**src/rtl/ddr3_request_arbiter_pkg.sv**
```systemverilog
// Shared types and widths for the DDR3 byte-port arbiter and its picker.
// No ports: imported by the interface, the picker and the arbiter top.
package ddr3_request_arbiter_pkg;

    localparam int unsigned DDR3_AW = 28;
    localparam int unsigned DDR3_DW = 8;

    typedef enum logic {
        ARB_PRIORITY    = 1'b0,
        ARB_ROUND_ROBIN = 1'b1
    } arb_mode_t;

    typedef enum logic [1:0] {
        ST_IDLE    = 2'd0,
        ST_GRANT   = 2'd1,
        ST_RELEASE = 2'd2
    } arb_state_t;

endpackage

```
**src/rtl/ddr3_request_arbiter_if.sv**
```systemverilog
// Bundle of the per-channel request bus and the shared DDR3 byte-port bus.
// Ports: none. Modports:
//   master - requesters and DDR3 side (drive ch_* strobes/data and ddr3_ready)
//   slave  - the arbiter (drives grants, ready demux, drop flags, muxed DDR3 bus)
interface ddr3_request_arbiter_if
    import ddr3_request_arbiter_pkg::*;
#(
    parameter int unsigned CHANNELS = 4
) ();

    logic [CHANNELS-1:0]         ch_request;
    logic [CHANNELS*DDR3_AW-1:0] ch_addr;
    logic [CHANNELS-1:0]         ch_rd;
    logic [CHANNELS-1:0]         ch_wr;
    logic [CHANNELS*DDR3_DW-1:0] ch_din;
    logic [CHANNELS-1:0]         ch_grant;
    logic [CHANNELS-1:0]         ch_ready;
    logic [CHANNELS-1:0]         ch_drop_err;
    logic [DDR3_AW-1:0]          ddr3_addr;
    logic                        ddr3_rd;
    logic                        ddr3_wr;
    logic [DDR3_DW-1:0]          ddr3_din;
    logic                        ddr3_ready;
    logic                        ddr3_request;

    modport master (
        output ch_request, ch_addr, ch_rd, ch_wr, ch_din, ddr3_ready,
        input  ch_grant, ch_ready, ch_drop_err,
        input  ddr3_addr, ddr3_rd, ddr3_wr, ddr3_din, ddr3_request
    );

    modport slave (
        input  ch_request, ch_addr, ch_rd, ch_wr, ch_din, ddr3_ready,
        output ch_grant, ch_ready, ch_drop_err,
        output ddr3_addr, ddr3_rd, ddr3_wr, ddr3_din, ddr3_request
    );

endinterface

```
**src/rtl/ddr3_arb_select.sv**
```systemverilog
// Combinational winner picker: fixed priority (lowest index) or round-robin
// (first requester at or after rr_ptr, wrapping).
// Ports:
//   request    in  CHANNELS  request vector
//   rr_ptr     in  PTR_W     round-robin start index
//   mode       in  arb_mode_t
//   winner     out CHANNELS  one-hot winner, 0 if no request
//   winner_idx out PTR_W     index of the winner
module ddr3_arb_select
    import ddr3_request_arbiter_pkg::*;
#(
    parameter int unsigned CHANNELS = 4,
    parameter int unsigned PTR_W    = (CHANNELS > 1) ? $clog2(CHANNELS) : 1
) (
    input  logic [CHANNELS-1:0] request,
    input  logic [PTR_W-1:0]    rr_ptr,
    input  arb_mode_t           mode,
    output logic [CHANNELS-1:0] winner,
    output logic [PTR_W-1:0]    winner_idx
);

    localparam int unsigned SUM_W = PTR_W + 1;

    logic             found;
    logic [SUM_W-1:0] sum;
    logic [PTR_W-1:0] idx;

    // Scan candidates in search order; the first requester wins.
    always_comb begin
        winner     = '0;
        winner_idx = '0;
        found      = 1'b0;
        sum        = '0;
        idx        = '0;
        for (int unsigned k = 0; k < CHANNELS; k++) begin
            if (mode == ARB_ROUND_ROBIN) begin
                sum = {1'b0, rr_ptr} + SUM_W'(k);
            end else begin
                sum = SUM_W'(k);
            end
            if (sum >= SUM_W'(CHANNELS)) begin
                sum = sum - SUM_W'(CHANNELS);
            end
            idx = PTR_W'(sum);
            if (!found && request[idx]) begin
                found       = 1'b1;
                winner[idx] = 1'b1;
                winner_idx  = idx;
            end
        end
    end

endmodule

```
**src/rtl/ddr3_request_arbiter.sv**
```systemverilog
// Registered, lockable N-channel arbiter for the single DDR3 byte port.
// Ports:
//   clk   in  system clock
//   reset in  asynchronous active-high reset (also resets the DDR3 controller)
//   bus   slave modport of ddr3_request_arbiter_if: per-channel request/strobe/
//         data inputs, registered one-hot grant, ready demux, sticky drop flags,
//         and the muxed DDR3 address/strobe/data plus bus-ownership request.
module ddr3_request_arbiter
    import ddr3_request_arbiter_pkg::*;
#(
    parameter int unsigned CHANNELS = 4,
    parameter int unsigned MODE     = 0,
    parameter int unsigned MAX_HOLD = 0
) (
    input  logic                  clk,
    input  logic                  reset,
    ddr3_request_arbiter_if.slave bus
);

    localparam int unsigned PTR_W        = (CHANNELS > 1) ? $clog2(CHANNELS) : 1;
    localparam int unsigned HOLD_W       = (MAX_HOLD > 0) ? $clog2(MAX_HOLD + 1) : 1;
    localparam arb_mode_t   ARB_MODE     = (MODE == 1) ? ARB_ROUND_ROBIN : ARB_PRIORITY;
    localparam bit          HOLD_LIMITED = (MODE == 1) && (MAX_HOLD > 0);

    arb_state_t          state, state_next;
    logic [CHANNELS-1:0] grant, grant_next;
    logic [PTR_W-1:0]    rr_ptr, rr_ptr_next;
    logic [HOLD_W-1:0]   hold_cnt;
    logic                hold_clr;
    logic                pending;
    logic [CHANNELS-1:0] drop_err;

    logic [CHANNELS-1:0] winner;
    logic [PTR_W-1:0]    winner_idx;
    logic [CHANNELS-1:0] strobe;
    logic                holder_req, others_req, hold_full, yield;
    logic                accept, fwd_rd, fwd_wr, done;
    logic [DDR3_AW-1:0]  mux_addr;
    logic [DDR3_DW-1:0]  mux_din;

    ddr3_arb_select #(
        .CHANNELS (CHANNELS),
        .PTR_W    (PTR_W)
    ) u_select (
        .request    (bus.ch_request),
        .rr_ptr     (rr_ptr),
        .mode       (ARB_MODE),
        .winner     (winner),
        .winner_idx (winner_idx)
    );

    assign strobe     = bus.ch_rd | bus.ch_wr;
    assign holder_req = |(bus.ch_request & grant);
    assign others_req = |(bus.ch_request & ~grant);
    assign hold_full  = HOLD_LIMITED && (hold_cnt == HOLD_W'(MAX_HOLD));
    // Exhausted holder stops being offered accesses so the forced release is not raced by a new strobe.
    assign yield      = hold_full & others_req;
    assign accept     = bus.ddr3_ready & ~pending & ~yield;
    assign fwd_rd     = accept & |(bus.ch_rd & grant);
    assign fwd_wr     = accept & |(bus.ch_wr & grant);
    // pending is registered, so this is always at least one cycle after the strobe.
    assign done       = pending & bus.ddr3_ready;

    // One-hot OR mux of the granted channel's address and write data.
    always_comb begin
        mux_addr = '0;
        mux_din  = '0;
        for (int unsigned i = 0; i < CHANNELS; i++) begin
            if (grant[i]) begin
                mux_addr = mux_addr | bus.ch_addr[i*DDR3_AW +: DDR3_AW];
                mux_din  = mux_din  | bus.ch_din[i*DDR3_DW +: DDR3_DW];
            end
        end
    end

    assign bus.ch_grant     = grant;
    assign bus.ch_ready     = grant & {CHANNELS{accept}};
    assign bus.ch_drop_err  = drop_err;
    assign bus.ddr3_addr    = mux_addr;
    assign bus.ddr3_din     = mux_din;
    assign bus.ddr3_rd      = fwd_rd;
    assign bus.ddr3_wr      = fwd_wr;
    assign bus.ddr3_request = |grant;

    // State, grant and round-robin pointer registers.
    always_ff @(posedge clk or posedge reset) begin
        if (reset) begin
            state  <= ST_IDLE;
            grant  <= '0;
            rr_ptr <= '0;
        end else begin
            state  <= state_next;
            grant  <= grant_next;
            rr_ptr <= rr_ptr_next;
        end
    end

    // Next state: pick on IDLE/RELEASE, hold through GRANT until free and not in flight.
    always_comb begin
        state_next  = state;
        grant_next  = grant;
        rr_ptr_next = rr_ptr;
        hold_clr    = 1'b0;
        case (state)
            ST_IDLE, ST_RELEASE: begin
                if (|bus.ch_request) begin
                    state_next = ST_GRANT;
                    grant_next = winner;
                    hold_clr   = 1'b1;
                    if (ARB_MODE == ARB_ROUND_ROBIN) begin
                        rr_ptr_next = (winner_idx == PTR_W'(CHANNELS - 1)) ? '0
                                                                           : winner_idx + PTR_W'(1);
                    end
                end else begin
                    state_next = ST_IDLE;
                    grant_next = '0;
                end
            end
            ST_GRANT: begin
                if (!pending && !fwd_rd && !fwd_wr && (!holder_req || yield)) begin
                    state_next = ST_RELEASE;
                    grant_next = '0;
                end
            end
            default: begin
                state_next = ST_IDLE;
                grant_next = '0;
            end
        endcase
    end

    // In-flight flag, holder access counter and sticky drop flags.
    always_ff @(posedge clk or posedge reset) begin
        if (reset) begin
            pending  <= 1'b0;
            hold_cnt <= '0;
            drop_err <= '0;
        end else begin
            if (fwd_rd || fwd_wr) begin
                pending <= 1'b1;
            end else if (done) begin
                pending <= 1'b0;
            end
            if (hold_clr) begin
                hold_cnt <= '0;
            end else if (done && (hold_cnt != HOLD_W'(MAX_HOLD))) begin
                hold_cnt <= hold_cnt + HOLD_W'(1);
            end
            drop_err <= drop_err | (strobe & (~grant | {CHANNELS{pending | yield}}));
        end
    end

endmodule

```
**src/flat_wrapper.sv**
```systemverilog
// flat-port wrapper written by rule: the top's interface ports become plain ports
module ddr3_request_arbiter_flat import ddr3_request_arbiter_pkg::*;
#(
    parameter int unsigned CHANNELS = 4,
    parameter int unsigned MODE     = 0,
    parameter int unsigned MAX_HOLD = 0
)
  (clk, reset, bus_ch_request, bus_ch_addr, bus_ch_rd, bus_ch_wr, bus_ch_din, bus_ddr3_ready, bus_ch_grant, bus_ch_ready, bus_ch_drop_err, bus_ddr3_addr, bus_ddr3_rd, bus_ddr3_wr, bus_ddr3_din, bus_ddr3_request);
  ddr3_request_arbiter_if #(.CHANNELS(CHANNELS)) bus_i ();
  input  logic clk;
  input  logic reset;
  input wire logic [$bits(bus_i.ch_request)-1:0] bus_ch_request;
  input wire logic [$bits(bus_i.ch_addr)-1:0] bus_ch_addr;
  input wire logic [$bits(bus_i.ch_rd)-1:0] bus_ch_rd;
  input wire logic [$bits(bus_i.ch_wr)-1:0] bus_ch_wr;
  input wire logic [$bits(bus_i.ch_din)-1:0] bus_ch_din;
  input wire logic [$bits(bus_i.ddr3_ready)-1:0] bus_ddr3_ready;
  output wire logic [$bits(bus_i.ch_grant)-1:0] bus_ch_grant;
  output wire logic [$bits(bus_i.ch_ready)-1:0] bus_ch_ready;
  output wire logic [$bits(bus_i.ch_drop_err)-1:0] bus_ch_drop_err;
  output wire logic [$bits(bus_i.ddr3_addr)-1:0] bus_ddr3_addr;
  output wire logic [$bits(bus_i.ddr3_rd)-1:0] bus_ddr3_rd;
  output wire logic [$bits(bus_i.ddr3_wr)-1:0] bus_ddr3_wr;
  output wire logic [$bits(bus_i.ddr3_din)-1:0] bus_ddr3_din;
  output wire logic [$bits(bus_i.ddr3_request)-1:0] bus_ddr3_request;
  assign bus_i.ch_request = bus_ch_request;
  assign bus_i.ch_addr = bus_ch_addr;
  assign bus_i.ch_rd = bus_ch_rd;
  assign bus_i.ch_wr = bus_ch_wr;
  assign bus_i.ch_din = bus_ch_din;
  assign bus_i.ddr3_ready = bus_ddr3_ready;
  assign bus_ch_grant = bus_i.ch_grant;
  assign bus_ch_ready = bus_i.ch_ready;
  assign bus_ch_drop_err = bus_i.ch_drop_err;
  assign bus_ddr3_addr = bus_i.ddr3_addr;
  assign bus_ddr3_rd = bus_i.ddr3_rd;
  assign bus_ddr3_wr = bus_i.ddr3_wr;
  assign bus_ddr3_din = bus_i.ddr3_din;
  assign bus_ddr3_request = bus_i.ddr3_request;
  ddr3_request_arbiter #(.CHANNELS(CHANNELS), .MODE(MODE), .MAX_HOLD(MAX_HOLD)) u_core (.clk(clk), .reset(reset), .bus(bus_i));
endmodule
```
**config.mk**
```make
export PLATFORM = sky130hd
export DESIGN_NAME = ddr3_request_arbiter_flat
export DESIGN_NICKNAME = d
export VERILOG_FILES = /design/src/rtl/ddr3_request_arbiter_pkg.sv /design/src/rtl/ddr3_request_arbiter_if.sv /design/src/rtl/ddr3_arb_select.sv /design/src/rtl/ddr3_request_arbiter.sv /design/src/flat_wrapper.sv
export SDC_FILE = /design/constraint.sdc
export NUM_CORES = 1
export LEC_CHECK = 0
export ABC_AREA = 1
export BUFFER_PORTS_ARGS = -buffer_cell sky130_fd_sc_hd__clkbuf_2
export CORE_AREA = 2 2 82 84
export CTS_CLUSTER_DIAMETER = 150
export DETAILED_ROUTE_END_ITERATION = 12
export DIE_AREA = 0 0 84 86
export GPL_TIMING_DRIVEN = 1
export PLACE_DENSITY_LB_ADDON = 0.05
export SYNTH_ARGS = -nofsm -noshare
export SYNTH_HDL_FRONTEND = slang
export SYNTH_SLANG_ARGS = --single-unit
```
**constraint.sdc**
```tcl
create_clock -name clk -period 0.95 [get_ports clk]
set_input_delay 0.19 -clock clk [delete_from_list [all_inputs] [get_ports clk]]
set_output_delay 0.19 -clock clk [all_outputs]
set_load 0.02 [all_outputs]
```
==> impl_metrics.json <==
{
  "syn_nets": 438,
  "setup_viol": 59,
  "die_y_um": 86,
  "layout_commonest_cell": "clkbuf_2",
  "hold_viol_final": 0,
  "clock_skew_ns": 0.003435,
  "num_vias": 2727,
  "syn-cell-area_mm2": 0.001460,
  "synth_top_family_by_area": "simple AND/OR/NAND/NOR gates",
  "tightest_slew_ns": 0.4634,
  "cts_sinks": 11,
  "synth_seq_cells": 11,
  "r2r_start": "u_core.bus.ch_grant[1]",
  "ys_types": 18,
  "ant_nets": 0,
  "period_minus_slack_ns": 1.451,
  "routed_via_density": 4.606,
  "start_util": 0.2326,
  "min_to": "u_core.bus.ch_drop_err[1]",
  "hp-start": "bus_ch_rd[1]",
  "grt_pass1_vias": 2514,
  "dieArea_mm2": 0.007224,
  "area_growth_pct": 127.8,
  "synthCells": 279,
  "timing.fmax_mhz": 689.1,
  "cp_data_required_time_ns": 0.76,
  "drc": 0,
  "clockBufferDepth": 2,
  "drv_slew": 0,
  "leakagePower_nw": 1.843,
  "synth_compound_area_frac": 0.04113,
  "gp_congestion": 0.9150,
  "r2r-end": "u_core.state[0]",
  "grt_max_degree": 33,
  "postSynthAreaPerCell_um2": 5.234,
  "num_rows": 29,
  "outcome": "complete, but fails checks",
  "die_width_um": 84,
  "cts-htree-levels": 1,
  "max_slew_margin": 0.6907,
  "layout.nets": 675,
  "wl_mm": 8.189,
  "violations": "negative setup slack",
  "gr-total-overflow": 0,
  "cp_max_fo": 16,
  "r2r_slack_ns": -0.39,
  "endpoint_kind": "primary output",
  "port_buffers": 209,
  "synth_fa_ha_area_frac": 0,
  "grtUsageTotal": 0.2039,
  "antenna_found_initial": 0,
  "fin_area_mm2": 0.003326,
  "arrival_ns": 1.26,
  "io_pins": 210,
  "drive_gt1_frac": 0.5748,
  "synthMuxAreaShare": 0,
  "path_class": "reg2out",
  "cts_root_buf": "clkbuf_8",
  "wire_per_inst_um": 13.83,
  "drtIter0Drc": 55,
  "core_area_mm2": 0.006277,
  "min_path_cells": 3,
  "timing.setup.tns_ns": -23.74,
  "hp-class": "in2reg",
  "power_mw": 7.024,
  "r2r_cells": 7,
  "clk_latency_ns": 0.24,
  "grt_pass1_wl_mm": 12.21,
  "grt_setup_unrepaired": "true",
  "ys.warnings.count": 0,
  "start_kind": "flip-flop",
  "final_cells": 592,
  "final_cell_mix": "clkbuf_2 (158), nand2_1 (152), buf_4 (44), nand4_1 (37), buf_6 (21)",
  "antenna_cells": 0,
  "nFillCells": 651,
  "setup_slack_ns": -0.5011,
  "post-dp-hpwl_mm": 6.290,
  "maxCapViolCount": 0,
  "holdWs_ns": 0.2230,
  "synth-xor-area-share": 0,
  "timing.final.crit_share": 1.527,
  "numCtsBuffers": 3,
  "ys_seq_area_frac": 0.1885,
  "cts_tree": "built",
  "ir_drop_mv": 1.226,
  "path_clk_slew_ns": 0.05,
  "power.density_mw_per_mm2": 2112,
  "placed_cell_area_mm2": 0.002749,
  "synth-simple-area-share": 0.6675,
  "placed_cells": 572,
  "firstDrtPassIters": 4
}
-- layer usage --
layer / routed length (um) / GRT usage / vias to the layer above
li1: - / - / 1384
met1: 3198 / 0.2407 / 1216
met2: 4435 / 0.3869 / 116
met3: 448 / 0.02214 / 11
met4: 107 / 0.06158 / 0
met5: 0 / 0 / -
-- what timing repair did --
item / in CTS / in global routing
hold endpoints to repair: 11 / 0
gates cloned: 0 / 2
resized for setup: 53 / 101
pin swaps: 6 / 9
hold buffers: 1 / 0
setup endpoints to repair: 61 / 62
setup buffers: 8 / 6
-- flip-flops by register name (all words and copies together) (netlist names) --
register	flops
u_core.pending	1
u_core.bus.ch_drop_err	4
u_core.bus.ch_grant	4
u_core.state	2
-- cells in the mapped netlist --
library cell | count | area, um2
clkbuf_1 | 3 | 11.26
nand4_1 | 37 | 231.5
o211ai_1 | 1 | 7.510
buf_2 | 9 | 45.04
nand2_1 | 169 | 634.4
dfrtp_1 | 11 | 275.3
o21ai_2 | 2 | 17.52
nor3_2 | 1 | 10.01
buf_4 | 4 | 30.03
nor2_1 | 8 | 30.03
o21ai_1 | 2 | 10.01
nand3_4 | 1 | 17.52
inv_1 | 12 | 45.04
o22ai_1 | 4 | 25.02
nor3_1 | 1 | 5.000
inv_2 | 5 | 18.77
nand3_1 | 8 | 40.04
nor2_2 | 1 | 6.260
-- cell families (layout without fill, tap and decap cells) --
kind of cell | count (synthesis) | count (layout)
DFF | 11 | 11
AOI/OAI and AO/OA | 9 | 9
and+or+nand+nor | 226 | 226
buffers and inverters | 33 | 269
-- through the flow --
step           worst slack [ns]    util
2_1_floorplan           -0.2610       -
3_3_place_gp            -0.3523  0.4379
3_5_place_dp            -0.3581  0.4379
4_1_cts                 -0.4835  0.4879
5_1_grt                 -0.5543  0.5298
6_report                -0.5011  0.5298
-- report_power, final --
group	internal (mW)	leakage, nW	switching (mW)
logic	2.63	1.70	3.17
registers	0.578	0.120	0.168
clock network	0.295	0.0228	0.185
total	3.50	1.84	3.52
-- layout make-up --
class,instances,area [um2],share of cell area
Sequential cell,11,280.3,0.08427
Multi-Input combinational cell,235,1185,0.3563
Tap cell,77,96.34,0.02897
Inverter,17,76.32,0.02295
Clock buffer,4,45.04,0.01354
Timing Repair Buffer,248,1643,0.4940
-- worst max-delay path by stage --
stage                        end  slack [ns]                    from  depth (start not counted)
2_1_floorplan   bus_ddr3_addr[0]       -0.26  u_core.bus.ch_grant[0]                          4
3_3_place_gp    bus_ddr3_addr[0]       -0.35  u_core.bus.ch_grant[1]                          4
3_5_place_dp    bus_ddr3_addr[0]       -0.36  u_core.bus.ch_grant[1]                          4
4_1_cts              bus_ddr3_rd       -0.48  u_core.bus.ch_grant[2]                          5
5_1_grt              bus_ddr3_wr       -0.55  u_core.bus.ch_grant[1]                          5
6_report       bus_ddr3_addr[21]       -0.50  u_core.bus.ch_grant[1]                          4
-- worst max-delay path, cell delays in order, from the launching register on --
cell     delay [ns]
dfrtp_2        0.49
buf_12         0.19
nand2_1        0.06
nand4_1        0.10
buf_4          0.18
(Power assumes the default switching activity.)
